**src/rtl/clz_scan_sequencer_if.sv**
```systemverilog
// Operand/result handshake bundle for clz_scan_sequencer.
// The slave modport is the sequencer. The master modport is the issuing and consuming logic.
interface clz_scan_sequencer_if #(
  parameter int WIDTH = 128,
  parameter int CW    = $clog2(WIDTH + 1)
);
  logic             i_VALID;
  logic             o_READY;
  logic [WIDTH-1:0] i_DATA;
  logic             i_ABORT;
  logic             o_VALID;
  logic             i_READY;
  logic [CW-1:0]    o_COUNT;
  logic             o_ZERO;
  logic             o_BUSY;

  modport slave (
    input  i_VALID, i_DATA, i_ABORT, i_READY,
    output o_READY, o_VALID, o_COUNT, o_ZERO, o_BUSY
  );

  modport master (
    output i_VALID, i_DATA, i_ABORT, i_READY,
    input  o_READY, o_VALID, o_COUNT, o_ZERO, o_BUSY
  );
endinterface

```
**src/rtl/clz_scan_sequencer.sv**
```systemverilog
// Multi-cycle count-leading-zeros for wide operands.
// One shared 32-bit leading-zero stage scans the operand MSB-first, one chunk per cycle.
module clz_scan_sequencer #(
  parameter int WIDTH = 128,
  parameter int CW    = $clog2(WIDTH + 1)
) (
  input logic                 i_CLK,
  input logic                 i_RST_N,
  clz_scan_sequencer_if.slave bus
);
  localparam int CHUNKS = WIDTH / 32;
  localparam int IW     = (CHUNKS > 1) ? $clog2(CHUNKS) : 1;

  typedef enum logic [1:0] {IDLE, SCAN, DONE} state_t;

  state_t           state;
  logic [WIDTH-1:0] shreg;
  logic [CW-1:0]    acc;
  logic [IW-1:0]    idx;
  logic [CW-1:0]    count_q;
  logic             zero_q;
  logic             valid_q;

  // Shared 32-bit leading-zero stage: nibble zero detect, boundary nibble, in-nibble count.
  logic [31:0] chunk;
  logic [7:0]  nz;
  logic [2:0]  sel;
  logic [3:0]  nib;
  logic [1:0]  clz4;
  logic [4:0]  clz32;
  logic        chunk_zero;
  logic        accept;

  assign chunk = shreg[WIDTH-1 -: 32];

  always_comb begin
    // NOTE: every combinational output gets a default first so no path leaves it unassigned (no latch).
    nz  = '0;
    sel = '0;
    for (int i = 0; i < 8; i++) begin
      nz[i] = |chunk[4*i +: 4];
      if (nz[i]) sel = 3'(i);
    end
  end

  assign nib = chunk[{sel, 2'b00} +: 4];

  always_comb begin
    casez (nib)
      4'b1???: clz4 = 2'd0;
      4'b01??: clz4 = 2'd1;
      4'b001?: clz4 = 2'd2;
      default: clz4 = 2'd3;
    endcase
  end

  // Leading all-zero nibbles above the boundary nibble equal 7-sel, which is ~sel.
  assign clz32      = {~sel, 2'b00} + {3'b000, clz4};
  assign chunk_zero = ~|nz;
  assign accept     = (state == IDLE) && bus.i_VALID && !bus.i_ABORT;

  // NOTE: this datapath register is always loaded on accept before it is read, so it needs no reset.
  always_ff @(posedge i_CLK) begin
    if (accept) begin
      shreg <= bus.i_DATA;
    end else if (state == SCAN && chunk_zero) begin
      shreg <= shreg << 32;
    end
  end

  // NOTE: sequential state uses non-blocking assignments so every register samples pre-edge values.
  always_ff @(posedge i_CLK or negedge i_RST_N) begin
    if (!i_RST_N) begin
      state   <= IDLE;
      acc     <= '0;
      idx     <= '0;
      count_q <= '0;
      zero_q  <= 1'b0;
      valid_q <= 1'b0;
    end else if (bus.i_ABORT) begin
      state   <= IDLE;
      count_q <= '0;
      zero_q  <= 1'b0;
      valid_q <= 1'b0;
    end else begin
      unique case (state)
        IDLE: begin
          if (bus.i_VALID) begin
            acc   <= '0;
            idx   <= '0;
            state <= SCAN;
          end
        end
        SCAN: begin
          if (!chunk_zero) begin
            count_q <= acc + CW'(clz32);
            zero_q  <= 1'b0;
            valid_q <= 1'b1;
            state   <= DONE;
          end else if (idx != IW'(CHUNKS - 1)) begin
            acc   <= acc + CW'(32);
            idx   <= idx + 1'b1;
          end else begin
            count_q <= acc + CW'(32);
            zero_q  <= 1'b1;
            valid_q <= 1'b1;
            state   <= DONE;
          end
        end
        DONE: begin
          if (bus.i_READY) begin
            valid_q <= 1'b0;
            state   <= IDLE;
          end
        end
        default: state <= IDLE;
      endcase
    end
  end

  assign bus.o_READY = (state == IDLE);
  assign bus.o_BUSY  = (state != IDLE);
  assign bus.o_VALID = valid_q;
  assign bus.o_COUNT = count_q;
  assign bus.o_ZERO  = zero_q;
endmodule

```
**src/flat_wrapper.sv**
```systemverilog
// flat-port wrapper written by rule: the top's interface ports become plain ports
module clz_scan_sequencer_flat 
#(
  parameter int WIDTH = 128,
  parameter int CW    = $clog2(WIDTH + 1)
)
  (i_CLK, i_RST_N, bus_i_VALID, bus_i_DATA, bus_i_ABORT, bus_i_READY, bus_o_READY, bus_o_VALID, bus_o_COUNT, bus_o_ZERO, bus_o_BUSY);
  clz_scan_sequencer_if #(.WIDTH(WIDTH), .CW(CW)) bus_i ();
  input logic i_CLK;
  input logic i_RST_N;
  input wire logic [$bits(bus_i.i_VALID)-1:0] bus_i_VALID;
  input wire logic [$bits(bus_i.i_DATA)-1:0] bus_i_DATA;
  input wire logic [$bits(bus_i.i_ABORT)-1:0] bus_i_ABORT;
  input wire logic [$bits(bus_i.i_READY)-1:0] bus_i_READY;
  output wire logic [$bits(bus_i.o_READY)-1:0] bus_o_READY;
  output wire logic [$bits(bus_i.o_VALID)-1:0] bus_o_VALID;
  output wire logic [$bits(bus_i.o_COUNT)-1:0] bus_o_COUNT;
  output wire logic [$bits(bus_i.o_ZERO)-1:0] bus_o_ZERO;
  output wire logic [$bits(bus_i.o_BUSY)-1:0] bus_o_BUSY;
  assign bus_i.i_VALID = bus_i_VALID;
  assign bus_i.i_DATA = bus_i_DATA;
  assign bus_i.i_ABORT = bus_i_ABORT;
  assign bus_i.i_READY = bus_i_READY;
  assign bus_o_READY = bus_i.o_READY;
  assign bus_o_VALID = bus_i.o_VALID;
  assign bus_o_COUNT = bus_i.o_COUNT;
  assign bus_o_ZERO = bus_i.o_ZERO;
  assign bus_o_BUSY = bus_i.o_BUSY;
  clz_scan_sequencer #(.WIDTH(WIDTH), .CW(CW)) u_core (.i_CLK(i_CLK), .i_RST_N(i_RST_N), .bus(bus_i));
endmodule
```
**config.mk**
```make
export PLATFORM = sky130hd
export DESIGN_NAME = clz_scan_sequencer_flat
export DESIGN_NICKNAME = d
export VERILOG_FILES = /design/src/rtl/clz_scan_sequencer_if.sv /design/src/rtl/clz_scan_sequencer.sv /design/src/flat_wrapper.sv
export SDC_FILE = /design/constraint.sdc
export NUM_CORES = 1
export LEC_CHECK = 0
export BUFFER_PORTS_ARGS = -buffer_cell sky130_fd_sc_hd__buf_2
export CORE_AREA = 5 5 116 118
export DETAILED_ROUTE_END_ITERATION = 8
export DIE_AREA = 0 0 121 123
export PLACE_DENSITY_LB_ADDON = 0.08
export SLEW_MARGIN = 20
export SYNTH_ARGS = -nofsm -noshare
export SYNTH_HDL_FRONTEND = slang
export SYNTH_SLANG_ARGS = --single-unit
```
**constraint.sdc**
```tcl
create_clock -name i_CLK -period 10.9 [get_ports i_CLK]
set_clock_uncertainty 0.2 [all_clocks]
set_input_delay 1.09 -clock i_CLK [delete_from_list [all_inputs] [get_ports i_CLK]]
set_output_delay 1.09 -clock i_CLK [all_outputs]
set_load 0.05 [all_outputs]
```
==> metrics.txt, run 1 <==
status=finished clean; top-area cell type share of the netlist area=59.9%; Reg area=between 0.004 and 0.005 mm^2; Worst Setup End Kind=register; Place WS=about 6600 ps; H-tree depth=4; Area Overhead vs Synth=22.9%; global-route wire length before repair=~18000 um; Final Hold Vio Count=0; post-cts sizing count=0; setup bufs post-CTS=0; DRC errors left=0; max cap viols=0; Yosys reg bits=~150; I/O Buffers=approximately 140; Total GRT Usage=15.8%; Cell variety after synth=48; Final Cycle Share=37.3%; die area=approximately 0.015 mm^2; Sink Count=~150; total power=around 1.3 mW; row count=41; Mapped Area=0.00642 mm^2; Antenna Nets Post-Route=0; Relative slew margins=a little under two fifths; CTS tree=yes; EDFF count, synth=roughly 130; Post-Synthesis Cells=400; Top FF cell, synth=edfxtp_1; Worst Path Required=between 10000 and 15000 ps; fmax=about 250 MHz; Worst EP arrival=between 3000 and 4000 ps; crit path kind=register to register; Yosys warnings=0; worst slew pin tran=approximately 950 ps; Layout fillers=just under 1000; Leakage=between 3 and 4 nW; crit-path cells=nor4_2 -> nand4_1 -> or2_1 -> o21bai_4 -> buf_4 -> buf_4; Power Dens Cells=roughly 170 mW/mm^2; Top-Level Pins=around 150; number of buffers created by CTS=17; antenna cells=0; initial antenna violation count=3; HPWL Detailed=roughly 7800 um; largest net degree at the start of global routing=a little under 80; RSZ-0062 raised after global routing=no; ys async rst share=11.7%; clk buf depth=2; Worst VDD drop=roughly 0.12 mV; detailed-route wire length per cell=15.4 um; Synth area leader=edfxtp_1; DRT iter0 DRCs=230; CP peak stage delay=between 800 and 900 ps; Seq/Total Area, Yosys=66.5%; CP max FO=76; Avg Synthesized Cell Area=around 16 um^2; multi-input logic area=just over 0.002 mm^2; slowest cell on the critical path=buf_4; Die Y-Extent=roughly 120 um; total wire length=11300 um; later-pin clock latency in the skew report=roughly 410 ps; Crit path top cell by count=buf_4; Tmin final=about 4100 ps; Final Setup Violations=0; Post-CTS Hold Fix Bufs=0; DR vias/cell=between 5 and 6; GRT overflow=0; Core Footprint=about 0.012 mm^2; Initial Util=approximately 52%; share of cells above drive strength 1=50.9%; Post-layout nets=between 600 and 700; Startpoint Class=register; Root Driver=clkbuf_16; Top delay family on crit path=simple AND/OR/NAND/NOR gates; via count=around 3700; Pre-Repair DR Iteration Count=4; Critical path buffers and inverters=2; Worst Hold Class=register to register; dominant cells by area after synthesis=edfxtp_1 60%, mux2_2 17%, dfrtp_1 6.6%, and2_1 3.3%, nor4_4 0.99%; Horiz. Die Dim=between 100 and 150 um; vias in the first global route=3774; Final GP Congestion=0.898; total negative slack=0 ps; max-slew violations=0; clock slew at reported path FFs=about 50 ps; worst setup margin=just under 7000 ps; Syn Nets=roughly 540
## worst register-to-register path, cell delays in order (launching register included)
cell and delay, ps:
edfxtp_1 430, nor4_2 470, nand4_1 440, or2_1 510, o21bai_4 180, buf_4 540, buf_4 840
## per-stage QoR
| stage | instances | hold slack, ps | instance area (um^2) | utilization (%) |
|---|---|---|---|---|
| after detailed placement | 700 | 260 | 7310 | 59.1 |
| after global routing | 732 | 299 | 7890 | 63.8 |
| after global placement | 700 | 258 | 7310 | 59.1 |
| after CTS | 732 | 274 | 7890 | 63.8 |
| final | 732 | 272 | 7890 | 63.8 |
| after floorplan | 400 | 271 | 6420 | - |
## synth_stat cells, types with 2 or more instances
| master | instances |
|---|---|
| edfxtp_1 | 128 |
| mux2_2 | 98 |
| and2_1 | 34 |
| dfrtp_1 | 17 |
| clkbuf_1 | 16 |
| nand2_1 | 16 |
| o21ai_0 | 10 |
| a21oi_1 | 6 |
| inv_1 | 6 |
| nand3_1 | 5 |
| o31ai_1 | 5 |
| a211o_1 | 3 |
| a31oi_1 | 3 |
| nor2_1 | 3 |
| nor4_2 | 3 |
| nor4_4 | 3 |
| o21ai_1 | 3 |
| or4_1 | 3 |
| a221oi_1 | 2 |
| a22o_1 | 2 |
| buf_2 | 2 |
| ha_1 | 2 |
| mux2i_1 | 2 |
| nor4_1 | 2 |
| o211a_1 | 2 |
| o211ai_1 | 2 |
## cell type report
cell class                      instances  share of cell area [%]
Clock buffer                           19                    5.49
Clock inverter                         13                    1.82
Inverter                                6                   0.286
Multi-Input combinational cell        230                    26.1
Sequential cell                       145                    54.1
Tap cell                              172                    2.73
Timing Repair Buffer                  147                    9.42
## sequential cells by signal (all words and copies together) (netlist names)
register	flops
u_core.shreg	128
u_core.bus.o_COUNT	8
u_core.acc	3
u_core.idx	2
u_core.state	2
u_core.bus.o_VALID	1
u_core.bus.o_ZERO	1
## per-layer routing
layer	GRT usage, %	wire [um]
met1	18.9	4720
met2	25.5	5530
met3	6.40	789
met4	6.37	180
met5	0	41
## placed cells by master, fill, tap and decap left out, drive strengths merged, types with 2 or more instances in the layout
cell,n
a21oi,7
o211ai,2
clkbuf,19
nor4,8
o31ai,5
inv,6
and2,34
clkinv,8
dfrtp,17
a211o,3
edfxtp,128
mux2,98
ha,2
clkinvlp,2
nor2,3
buf,147
mux2i,2
nand2,16
a22o,2
nand3,5
o211a,2
a221oi,2
bufinv,3
a31oi,3
or4,4
o21ai,13
## logic make-up after synthesis
logic type	synth area share, %
AO/OA/AOI/OAI	5.46
XOR/XNOR	0.273
adder cells (fa/ha/maj)	0.390
buffers and inverters	1.62
flip-flops	66.5
multiplexers	17.5
AND/OR/NAND/NOR	8.23
## worst paths after layout
| kind | from | endpoint | slack [ps] | depth (start not counted) |
|---|---|---|---|---|
| worst max-delay path | u_core.shreg[117]$_DFFE_PP_ | u_core.shreg[125]$_DFFE_PP_ | 6840 | 6 |
| worst min-delay path | u_core.bus.o_COUNT[7]$_DFFE_PN0P_ | u_core.bus.o_COUNT[7]$_DFFE_PN0P_ | 270 | 2 |
| worst max register to register | u_core.shreg[117]$_DFFE_PP_ | u_core.shreg[125]$_DFFE_PP_ | 6840 | 6 |
| worst min register to register | u_core.bus.o_COUNT[7]$_DFFE_PN0P_ | u_core.bus.o_COUNT[7]$_DFFE_PN0P_ | 270 | 2 |
| max in group asynchronous | i_RST_N | u_core.bus.o_COUNT[3]$_DFFE_PN0P_ | 9840 | 1 |
| min in group asynchronous | i_RST_N | u_core.bus.o_ZERO$_DFFE_PN0P_ | 390 | 1 |
## where the power goes
part	switching [mW]	internal (mW)	total, mW
Sequential	0.0105	0.645	0.656
Combinational	0.0583	0.0577	0.116
Clock	0.207	0.355	0.562
(Power assumes the default switching activity.)
==> inputs of run 2 (changes only) <==
==> constraint.sdc (replaced) <==
create_clock -name i_CLK -period 4.2 [get_ports i_CLK]
set_clock_uncertainty 0.2 [all_clocks]
set_input_delay 0.42 -clock i_CLK [delete_from_list [all_inputs] [get_ports i_CLK]]
set_output_delay 0.42 -clock i_CLK [all_outputs]
set_load 0.05 [all_outputs]
==> run 2 against run 1 <==
Net effect:
- combinational power rose to 2.6 times the previous value
- design area up 0.62%
- total power rose to 2.6 times the previous value
- clock power rose to 2.7 times the previous value
- routed wire length up 3.6%
- clock-buffer cell count up 8
- non-clock buffer count unchanged
- sequential share of layout area down 0.33 points
- setup slack worse by 5800 ps
- global-route usage up 0.76 points
- largest power group unchanged
- highest routed layer is now met4
==> metrics.txt, run 2 (synthesized netlist as in run 1, its figures left out) <==
multi-input logic area=0.00206 mm^2; share of cells above drive strength 1=51.1%; max-slew violations=0; Area Overhead vs Synth=23.7%; hold slack=75.8 ps; CP max FO=about 130; Layout fillers=955; Final Cycle Share=between 70% and 80%; RSZ-0062 raised after global routing=no; Sink Count=roughly 150; Worst Setup End Kind=register; Initial Util=between 50% and 60%; global-route wire length before repair=around 19000 um; vias in the first global route=about 3900; slowest cell on the critical path=or2_1; Final Setup Violations=0; number of buffers created by CTS=17; crit path kind=register to register; Largest register FFs=128; antenna cells=0; CTS tree=yes; Total GRT Usage=about 17%; total negative slack=0 ps; max cap viols=0; Antenna Nets Post-Route=0; Post-layout nets=slightly below 700; status=finished clean; Root Driver=clkbuf_16; setup bufs post-CTS=0; detailed-route wire length per cell=around 16 um; GRT overflow=0; Relative slew margins=roughly 55%; later-pin clock latency in the skew report=between 400 and 500 ps; worst slew pin tran=slightly below 700 ps; Power Dens Cells=441 mW/mm^2; Critical path buffers and inverters=1; H-tree depth=4; initial antenna violation count=0; DR vias/cell=5.08; Biggest register=u_core.shreg; crit-path cells=nor4_2 -> nand4_1 -> or2_1 -> o21bai_4 -> buf_12; commonest non-fill, non-tap cells in the layout=144 x buf_2, 128 x edfxtp_1, 98 x mux2_2, 34 x and2_1; via count=roughly 3700; Die Y-Extent=123 um; Leakage=roughly 3 nW; most common cell after layout, fill and taps aside=buf_2; clock slew at reported path FFs=about 60 ps; die area=roughly 0.015 mm^2; largest net degree at the start of global routing=roughly 130; CP peak stage delay=~500 ps; HPWL Detailed=~8000 um; total wire length=11700 um; DRT iter0 DRCs=between 200 and 300; Worst Path Required=slightly above 4000 ps; row count=slightly above 40; Reg area=~0.0043 mm^2; Worst Hold Class=input pin to register; I/O Buffers=144; Pre-Repair DR Iteration Count=4; Top delay family on crit path=simple AND/OR/NAND/NOR gates; clk buf depth=2; Tmin final=between 3000 and 4000 ps; DRC errors left=0; Startpoint Class=register; Final Hold Vio Count=0; Top-Level Pins=about 150; Core Footprint=0.0124 mm^2; Final GP Congestion=0.830; fmax=approximately 310 MHz; Horiz. Die Dim=121 um; Worst EP arrival=~3100 ps; Worst VDD drop=~0.28 mV
run 2: cell types whose count changed in the layout (fill, tap and decap cells not counted), sizes merged:
cell / change
buf: -1
bufinv: -1
clkbuf: +8
clkinv: -5
clkinvlp: -2
dlygate4sd3: +1
run 2: worst paths after layout:
| path | startpoint | endpoint | slack, ps | depth (start not counted) |
|---|---|---|---|---|
| setup / recovery | u_core.shreg[117]$_DFFE_PP_ | u_core.shreg[77]$_DFFE_PP_ | 990 | 5 |
| setup reg to reg | u_core.shreg[117]$_DFFE_PP_ | u_core.shreg[77]$_DFFE_PP_ | 990 | 5 |
| min in group asynchronous | i_RST_N | u_core.state[0]$_DFFE_PN0P_ | 250 | 2 |
| max in group asynchronous | i_RST_N | u_core.acc[6]$_DFFE_PN0P_ | 3280 | 2 |
| hold reg to reg | u_core.bus.o_COUNT[5]$_DFFE_PN0P_ | u_core.bus.o_COUNT[5]$_DFFE_PN0P_ | 270 | 2 |
| hold / removal | bus_i_DATA[10] | u_core.shreg[10]$_SDFFCE_PN0P_ | 80 | 2 |
run 2: power breakdown:
| group | switching (mW) | leakage [nW] | internal, mW |
|---|---|---|---|
| clock | 0.526 | 0.297 | 0.967 |
| sequential | 0.0274 | 1.43 | 1.67 |
| combinational | 0.154 | 1.30 | 0.153 |
run 2: area by class of cell:
cell class                      count  area share (%)
Sequential cell                   145            53.8
Inverter                            6           0.284
Clock buffer                       27            6.59
Multi-Input combinational cell    230            26.0
Tap cell                          172            2.71
Clock inverter                      5           0.946
Timing Repair Buffer              147            9.71
run 2: repair_timing:
action | 4_1_cts | 5_1_grt
gates resized for setup | 0 | 0
endpoints found under the hold margin | 17 | 0
hold buffers | 1 | 0
run 2: per-stage QoR:
| step | cells | total power [mW] | setup slack, ps | util (%) | instance area [um^2] |
|---|---|---|---|---|---|
| after global routing | 732 | 3.64 | 818 | 64.2 | 7940 |
| final | 732 | 3.50 | 992 | 64.2 | 7940 |
| after CTS | 732 | 3.54 | 998 | 64.2 | 7940 |
| after floorplan | 400 | 1.93 | 84.5 | - | 6430 |
| after detailed placement | 699 | 2.04 | 1030 | 59.3 | 7330 |
| after global placement | 699 | 2.03 | 1070 | 59.3 | 7330 |
run 2: per-layer routing:
layer,share of wire [%],vias up,global-route usage [%]
met2,50,104,27.1
met5,0,-,0
met1,42,1759,19.7
li1,-,1837,-
met3,6.5,17,6.04
met4,1.3,0,7.37
run 2: worst register-to-register path, stage by stage, from the launching register on:
cell and delay (ps):
edfxtp_1 430, nor4_2 470, nand4_1 440, or2_1 500, o21bai_4 200, buf_12 480
